--- config.mk ---
export PLATFORM = sky130hd
export DESIGN_NAME = gumnut_seq_div
export DESIGN_NICKNAME = d
export VERILOG_FILES = /design/src/rtl/gumnut_div_pkg.sv /design/src/rtl/div_sub_step.sv /design/src/rtl/gumnut_seq_div.sv
export SDC_FILE = /design/constraint.sdc
export NUM_CORES = 1
export LEC_CHECK = 0
export BUFFER_PORTS_ARGS = -buffer_cell sky130_fd_sc_hd__buf_2
export CAP_MARGIN = 20
export CORE_ASPECT_RATIO = 1.4
export CORE_UTILIZATION = 54
export DETAILED_ROUTE_END_ITERATION = 10
export GPL_TIMING_DRIVEN = 0
export PLACE_DENSITY = 0.82
export SETUP_SLACK_MARGIN = 0.2
export SYNTH_ARGS = -nofsm -noshare
export SYNTH_HDL_FRONTEND = slang
export SYNTH_HIERARCHICAL = 1
export SYNTH_SLANG_ARGS = --single-unit
--- constraint.sdc ---
create_clock -name clk -period 2.7 [get_ports clk]
set_input_delay 0.405 -clock clk [delete_from_list [all_inputs] [get_ports clk]]
set_output_delay 0.405 -clock clk [all_outputs]
set_load 0.01 [all_outputs]
--- src/rtl/gumnut_div_pkg.sv ---
// Shared types and helpers for the Gumnut sequential divider.
// Holds the FSM state encoding, the default width and a magnitude helper.
package gumnut_div_pkg;

    typedef enum logic [1:0] {
        IDLE,
        RUN,
        FIX,
        DONE
    } div_state_t;

    localparam int DIV_WIDTH = 8;

    // Two's-complement magnitude; the most negative value maps to
    // 2^(W-1), which still fits when read back as unsigned.
    function automatic logic [DIV_WIDTH-1:0] abs_w(
        input logic [DIV_WIDTH-1:0] v
    );
        return v[DIV_WIDTH-1] ? -v : v;
    endfunction

endpackage

--- src/rtl/div_sub_step.sv ---
// One restoring shift-subtract iteration (combinational).
// Ports: rem_in/q_in partial state, divisor; rem_out/q_out next state.
module div_sub_step #(
    parameter int W = 8
) (
    input  logic [W:0]   rem_in,
    input  logic [W-1:0] q_in,
    input  logic [W-1:0] divisor,
    output logic [W:0]   rem_out,
    output logic [W-1:0] q_out
);

    logic [W+1:0] sh;
    logic [W:0]   diff;

    always_comb begin
        // {R,Q} << 1: the quotient MSB moves into the remainder LSB
        sh   = {rem_in, q_in[W-1]};
        diff = sh[W:0] - {1'b0, divisor};
        if (sh >= {2'b00, divisor}) begin
            rem_out = diff;
            q_out   = {q_in[W-2:0], 1'b1};
        end else begin
            rem_out = sh[W:0];
            q_out   = {q_in[W-2:0], 1'b0};
        end
    end

endmodule

--- src/rtl/gumnut_seq_div.sv ---
// Multi-cycle restoring divider for DIV/MOD beside the Gumnut ALU.
// Ports: clk, rst, start, dividend, divisor, [signed_op] in;
//   busy, done, quotient, remainder, Dz, Ov out.
// Option: define GUMNUT_SIGNED_DIV_EN for signed_op and the FIX state.
module gumnut_seq_div
    import gumnut_div_pkg::*;
#(
    parameter int WIDTH = DIV_WIDTH
) (
    input  logic             clk,
    input  logic             rst,
    input  logic             start,
    input  logic [WIDTH-1:0] dividend,
    input  logic [WIDTH-1:0] divisor,
`ifdef GUMNUT_SIGNED_DIV_EN
    input  logic             signed_op,
`endif
    output logic             busy,
    output logic             done,
    output logic [WIDTH-1:0] quotient,
    output logic [WIDTH-1:0] remainder,
    output logic             Dz,
    output logic             Ov
);

    localparam int CW = $clog2(WIDTH);

    div_state_t     state;
    logic [CW-1:0]  cnt;
    logic [WIDTH:0] r;
    logic [WIDTH-1:0] q;
    logic [WIDTH-1:0] dvs;
    logic [WIDTH:0] r_nxt;
    logic [WIDTH-1:0] q_nxt;
`ifdef GUMNUT_SIGNED_DIV_EN
    logic           neg_q;
    logic           neg_r;
    logic           ovf;
`endif

    div_sub_step #(.W(WIDTH)) u_step (
        .rem_in  (r),
        .q_in    (q),
        .divisor (dvs),
        .rem_out (r_nxt),
        .q_out   (q_nxt)
    );

    always_ff @(posedge clk or posedge rst) begin
        if (rst) begin
            state     <= IDLE;
            cnt       <= '0;
            r         <= '0;
            q         <= '0;
            dvs       <= '0;
            busy      <= 1'b0;
            done      <= 1'b0;
            quotient  <= '0;
            remainder <= '0;
            Dz        <= 1'b0;
            Ov        <= 1'b0;
`ifdef GUMNUT_SIGNED_DIV_EN
            neg_q     <= 1'b0;
            neg_r     <= 1'b0;
            ovf       <= 1'b0;
`endif
        end else begin
            done <= 1'b0;
            unique case (state)
                IDLE: begin
                    // the cycle done is high still sits in IDLE,
                    // so a start there must not be accepted
                    if (start && !done) begin
                        if (divisor == '0) begin
                            quotient  <= '1;
                            remainder <= dividend;
                            Dz        <= 1'b1;
                            Ov        <= 1'b0;
                            state     <= DONE;
                        end else begin
                            Dz    <= 1'b0;
                            Ov    <= 1'b0;
                            r     <= '0;
                            cnt   <= CW'(WIDTH - 1);
                            busy  <= 1'b1;
                            state <= RUN;
`ifdef GUMNUT_SIGNED_DIV_EN
                            if (signed_op) begin
                                q     <= abs_w(dividend);
                                dvs   <= abs_w(divisor);
                                neg_q <= dividend[WIDTH-1] ^ divisor[WIDTH-1];
                                neg_r <= dividend[WIDTH-1];
                                ovf   <= (dividend == {1'b1, {(WIDTH-1){1'b0}}})
                                      && (divisor == '1);
                            end else begin
                                q     <= dividend;
                                dvs   <= divisor;
                                neg_q <= 1'b0;
                                neg_r <= 1'b0;
                                ovf   <= 1'b0;
                            end
`else
                            q   <= dividend;
                            dvs <= divisor;
`endif
                        end
                    end
                end
                RUN: begin
                    r <= r_nxt;
                    q <= q_nxt;
                    if (cnt == '0) begin
`ifdef GUMNUT_SIGNED_DIV_EN
                        state <= FIX;
`else
                        quotient  <= q_nxt;
                        remainder <= r_nxt[WIDTH-1:0];
                        busy      <= 1'b0;
                        state     <= DONE;
`endif
                    end else begin
                        cnt <= cnt - 1'b1;
                    end
                end
                FIX: begin
`ifdef GUMNUT_SIGNED_DIV_EN
                    quotient  <= neg_q ? -q : q;
                    remainder <= neg_r ? -r[WIDTH-1:0] : r[WIDTH-1:0];
                    Ov        <= ovf;
                    busy      <= 1'b0;
                    state     <= DONE;
`else
                    state <= IDLE;
`endif
                end
                DONE: begin
                    done  <= 1'b1;
                    state <= IDLE;
                end
                default: state <= IDLE;
            endcase
        end
    end

endmodule

# [Word-level counts from Yosys, hierarchy flattened]
# Cells that the tools add are included.
[op_classes] add_sub_neg=2 n_lt_le_gt_ge=1 n_eq_ne=8 n_mux=30 bitwise=1 reduce_logical=14
[op_table] cell="$mux 8" count=8
[op_table] cell="$pmux 8 s2" count=3
[op_table] cell="$mux 9" count=3
[op_table] cell="$pmux 9 s2" count=1
[op_table] cell="$reduce_and 4->1" count=3
[op_table] cell="$ge 10x8->1" count=1
[op_table] cell="$ne 2x2->1 const B" count=5
[op_table] cell="$mux 3" count=3
[op_table] cell="$sub 9x8->9" count=1
[op_table] cell="$logic_not 8->1" count=1
[op_table] cell="$mux 1" count=6
[op_table] cell="$mux 2" count=3
[op_table] cell="$pmux 2 s3" count=1
[op_table] cell="$pmux 3 s2" count=1
[op_table] cell="$reduce_and 3->1" count=2
[op_table] cell="$eq 2x2->1 const B" count=2
[op_table] cell="$reduce_and 2->1" count=2
[op_table] cell="$logic_not 3->1" count=1
[op_table] cell="$sub 3x1->3 const B" count=1
[op_table] cell="$eq 2x1->1 const B" count=1
[op_table] cell="$logic_not 2->1" count=1
[op_table] cell="$pmux 1 s2" count=1
[op_table] cell="$reduce_bool 2->1" count=1
[op_table] cell="$reduce_or 2->1" count=1
[op_table] cell="other kinds (3)" count=3
[totals] reg_bits=49 in_bits=19 out_inout_bits=20 elab_cells=66

# [Logic depth before layout (Yosys ltp)]
[depth] word_depth=4 mapped_depth=12 depth_no_buf=11

# [Modules after synthesis]
# Netlist, hierarchy kept.
[modules_own_cells] mod="gumnut_seq_div" instances=1 cells_each=162 area_each_um2=2140.8 seq_area_each_um2=1226.2
[modules_own_cells] mod="div_sub_step" instances=1 cells_each=82 area_each_um2=575.6 seq_area_each_um2=0.0

# [Worst setup path before layout]
# OpenSTA, ideal clock, no wires.
[synth_timing] path_kind="flip-flop to flip-flop" startpoint="register q[7]" endpoint="register r[1]" setup_time_ns=0.121 arrival_ns=2.147 t_required_ns=2.579 slack_ns=0.432 stages_incl_launch_ff=10 path_buffers=0 period_less_slack_ns=2.268 path_cell_list="dfrtp_1 inv_1 ha_1 inv_1 fa_1 nand3_1 a21oi_1 nor4b_4 mux2_2 a22o_1"
[synth_between] elab_chain_len=3 elab_cells_between_ends=4 cone_classes="add/sub: 1; order compare: 1; mux: 2"
[synth_rtl] item="start: declaration" line_no="gumnut_seq_div.sv:31" source="logic [WIDTH-1:0] q;"
[synth_rtl] item="start signal: assignment" line_no="gumnut_seq_div.sv:103" source="q <= dividend;"
[synth_rtl] item="start signal: assignment" line_no="gumnut_seq_div.sv:111" source="q <= q_nxt;"
[synth_rtl] item="$sub 9x8->9 / $ge 10x8->1 (equally long branches)" line_no="div_sub_step.sv:19, div_sub_step.sv:20"
[synth_rtl] item="$mux 9 *" line_no="div_sub_step.sv:20" source="if (sh >= {2'b00, divisor}) begin"
[synth_rtl] item="net r_nxt[1]" line_no="gumnut_seq_div.sv:33" source="logic [WIDTH:0] r_nxt;"
[synth_rtl] item="$pmux 9 s2 *" line_no="gumnut_seq_div.sv:69" source="unique case (state)"
[synth_rtl] item="end signal: assignment" line_no="gumnut_seq_div.sv:110" source="r <= r_nxt;"
[synth_rtl] item="end: declaration" line_no="gumnut_seq_div.sv:30" source="logic [WIDTH:0] r;"
# The timed path passes the listed nets; every way through them passes the cells marked *.
# A chain may end at the register's enable or synchronous reset.

# [Worst setup path in the final report]
[layout_timing] startpoint="register r[5]" endpoint="register remainder[6]"
[layout_between] elab_chain_len=4 elab_cells_between_ends=5 cone_classes="add/sub: 1; order compare: 1; mux: 3"
[layout_rtl] item="$sub 9x8->9 / $ge 10x8->1 (equally long branches)" line_no="div_sub_step.sv:19, div_sub_step.sv:20"
[layout_rtl] item="$mux 9 *" line_no="div_sub_step.sv:20"
[layout_rtl] item="net r_nxt[6]" line_no="gumnut_seq_div.sv:33"
[layout_rtl] item="$mux 8 *" line_no="gumnut_seq_div.sv:112" source="if (cnt == '0) begin"
[layout_rtl] item="$pmux 8 s2 *" line_no="gumnut_seq_div.sv:69"
[layout_rtl] item="end signal: assignment" line_no="gumnut_seq_div.sv:76" source="remainder <= dividend;"
[layout_rtl] item="end signal: assignment" line_no="gumnut_seq_div.sv:117" source="remainder <= r_nxt[WIDTH-1:0];"
[layout_rtl] item="end: declaration" line_no="gumnut_seq_div.sv:21" source="output logic [WIDTH-1:0] remainder,"
# The timed path passes the listed nets; every way through them passes the cells marked *. The select of a mux whose other input is x is not followed.

==> qor.yml <==
synthesis:
  synth.top_cell.area_share: 0.451
  mappedNetlistArea_um2: 2720
  synth_warnings: 6
  syn_nets: 274
  ys_ff_latch: 49
  netlist_instances: 244
  synth_most_common_cell: "dfrtp_1"
  avgSynthCellArea_um2: 11.1
  yosys-top-cells-count: "dfrtp_1 (49), inv_1 (16), o21ai_0 (13)"
  yosysTopAreaCell: "dfrtp_1"
  async_reset_ff_frac: 1.00
  ys_top_cells_by_area: "dfrtp_1 (45%), ha_1 (4.6%), mux2_2 (3.7%)"
  synth_ff_type: "dfrtp_1"
  synth_edf_count: 0
  synth_cell_types: 50
  seq_area_frac_synth: 0.451
detailed_routing:
  ant_nets: 0
  routedWlPerCell_um: 15.4
  first_pass_iters: 4
  dr.first_iter.drc_count: 91
  vias: 2016
  totalWireLength_um: 5480
  vias_per_cell: 5.68
  route.detailed.drc: 0
grt:
  grt_max_degree: 33
  grt_use_total: 0.230
  grt_pass1_wl_um: 9030
  antenna_found_initial: 0
  grt-ovfl-total: 0
  grt_pass1_vias: 1943
floorplanning:
  row_count: 30
  initial_core_util: 0.561
  die_y_um: 85.9
  core_um2: 4840
  die_w_um: 61.9
  io_pins: 39
  fp.dieArea_um2: 5320
setup_path:
  reg2reg_from: "r[5]"
  cp_data_required_time_ns: 2.94
  critPathLaunchType: "register"
  r2r_setup_slack_ns: 0.37
  critPathKind: "register to register"
  reg2reg_depth: 9
  cp-startpoint: "r[5]"
  cp.arrival_ns: 2.57
  worstSetupEndpoint: "remainder[6]"
  cp_max_fo: 10
  reg2reg_to: "remainder[6]"
  endpoint_kind: "register"
timing:
  worstMarginPinSlew_ns: 0.637
  max_freq_mhz: 430
  hold_violations: 0
  min_period_ns: 2.33
  fin_skew_ns: 0.00885
  rsz0062_at_grt: "false"
  setup_viol: 0
  relSlewSlack: 0.574
  drv_slew: 0
  fin_crit_sh: 0.862
  setup_ws_ns: 0.373
  setup_tns_ns: 0
final_layout:
  drive_gt1_frac: 0.337
  diodes: 0
  areaGrowthSynthToFinish_pct: 14.8
  nNetsFinal: 320
cts:
  clock_sinks: 49
  cts_root_buf: "clkbuf_8"
  tritoncts: "built"
  htree_levels: 2
  clk_latency_ns: 0.31
  cts_made_buffers: 5
  max-clock-path-buffers: 2
  hold_buffers: 0
  path_clk_slew_ns: 0.10
place:
  globalplace.congestion: 0.831
  post-place-ws_ns: 0.144
  port_buffers: 37
  dp_hpwl_um: 4200
pwr:
  power.leakage_uw: 0.00136
  cellPowerDensity_nw_per_um2: 1440
  peakVddDrop_uv: 613
worst_hold_path:
  hold_class: "input port to asynchronous set/reset pin"
status:
  status: "completed"
flow_run:
  maxCapViolCount: 0
routing by layer:
layer  track usage  up-vias  share of wire
met5             0        -              0
met4        0.0788        0          0.019
met3        0.0468        8          0.042
met2         0.393       60           0.52
met1         0.277      981           0.42
li1              -      967              -
where the power goes:
part,switching [uW],internal [uW]
clock network,254,184
registers,232,1090
logic,1410,1330
cell usage in the layout (no fill, tap or decap), types with 4 or more instances in the layout:
| cell | count |
|---|---|
| a21oi_2 | 4 |
| o221a_1 | 8 |
| buf_2 | 38 |
| a21oi_1 | 10 |
| buf_6 | 5 |
| buf_4 | 10 |
| o21ai_1 | 9 |
| inv_1 | 14 |
| nor3_1 | 4 |
| mux2_2 | 9 |
| nand2b_1 | 10 |
| nand2_1 | 11 |
| mux2i_1 | 9 |
| dfrtp_1 | 49 |
| nor2_1 | 10 |
| a22o_1 | 9 |
| clkbuf_8 | 5 |
| ha_1 | 10 |
| o22a_2 | 7 |
| o21ai_0 | 13 |
worst max-delay path, stage by stage (launching register included):
cell and delay (ns):
dfrtp_1 0.43, ha_1 0.40, nand4_1 0.23, o21bai_2 0.26
nor4b_4 0.07, buf_4 0.17, buf_6 0.14, o31ai_2 0.32
mux2i_1 0.14, o21ai_1 0.13
registers in the layout, summed over array words and instances, names as in the netlist:
register	flops
done	1
Dz	1
dvs	8
busy	1
quotient	8
state	2
remainder	8
r	9
q	8
cnt	3
worst min path at each step:
stage          cells past startpoint   start  endpoint
2_1_floorplan                      1  cnt[0]    cnt[0]
3_3_place_gp                       1  cnt[0]    cnt[0]
3_5_place_dp                       2     rst  state[0]
4_1_cts                            2     rst  state[0]
5_1_grt                            2     rst  state[0]
6_report                           2     rst  state[0]
cells by family (layout without fill, tap and decap cells):
| logic type | after synthesis | in the layout | synth area share |
|---|---|---|---|
| compound gates | 72 | 72 | 0.197 |
| mux | 19 | 19 | 0.0742 |
| fa+ha+maj | 11 | 11 | 0.0534 |
| simple gates | 55 | 55 | 0.135 |
| other cells | 1 | 1 | 0.00138 |
| xor+xnor | 4 | 4 | 0.0129 |
| buf+inv | 33 | 80 | 0.0742 |
| flops | 49 | 49 | 0.451 |
per-stage QoR:
| stage | total power, uW | hold slack (ns) | area [um2] | cells | utilization |
|---|---|---|---|---|---|
| after CTS | 4470 | 0.0820 | 3100 | 355 | 0.640 |
| after global routing | 4910 | 0.100 | 3120 | 355 | 0.644 |
| after global placement | 3890 | 0.461 | 2980 | 345 | 0.616 |
| after floorplan | 3380 | 0.445 | 2720 | 244 | - |
| after detailed placement | 4010 | 0.413 | 3000 | 346 | 0.620 |
| final | 4510 | 0.0736 | 3120 | 355 | 0.644 |
layout make-up:
type | instances | area [um2]
multi-input cells | 162 | 1310
repair buffers | 39 | 213
plain buffers | 16 | 133
well taps | 64 | 80.1
fillers | 400 | 1720
inverters | 17 | 68.8
clock buffers | 5 | 68.8
clock inverters | 3 | 21.3
flip-flops and latches | 49 | 1230
what timing repair did:
action	in CTS	in global routing
resized for setup	0	6
pin swaps	1	0
buffers inserted	1	0
setup endpoints to repair	12	17
Power figures use the tool's default switching activity.
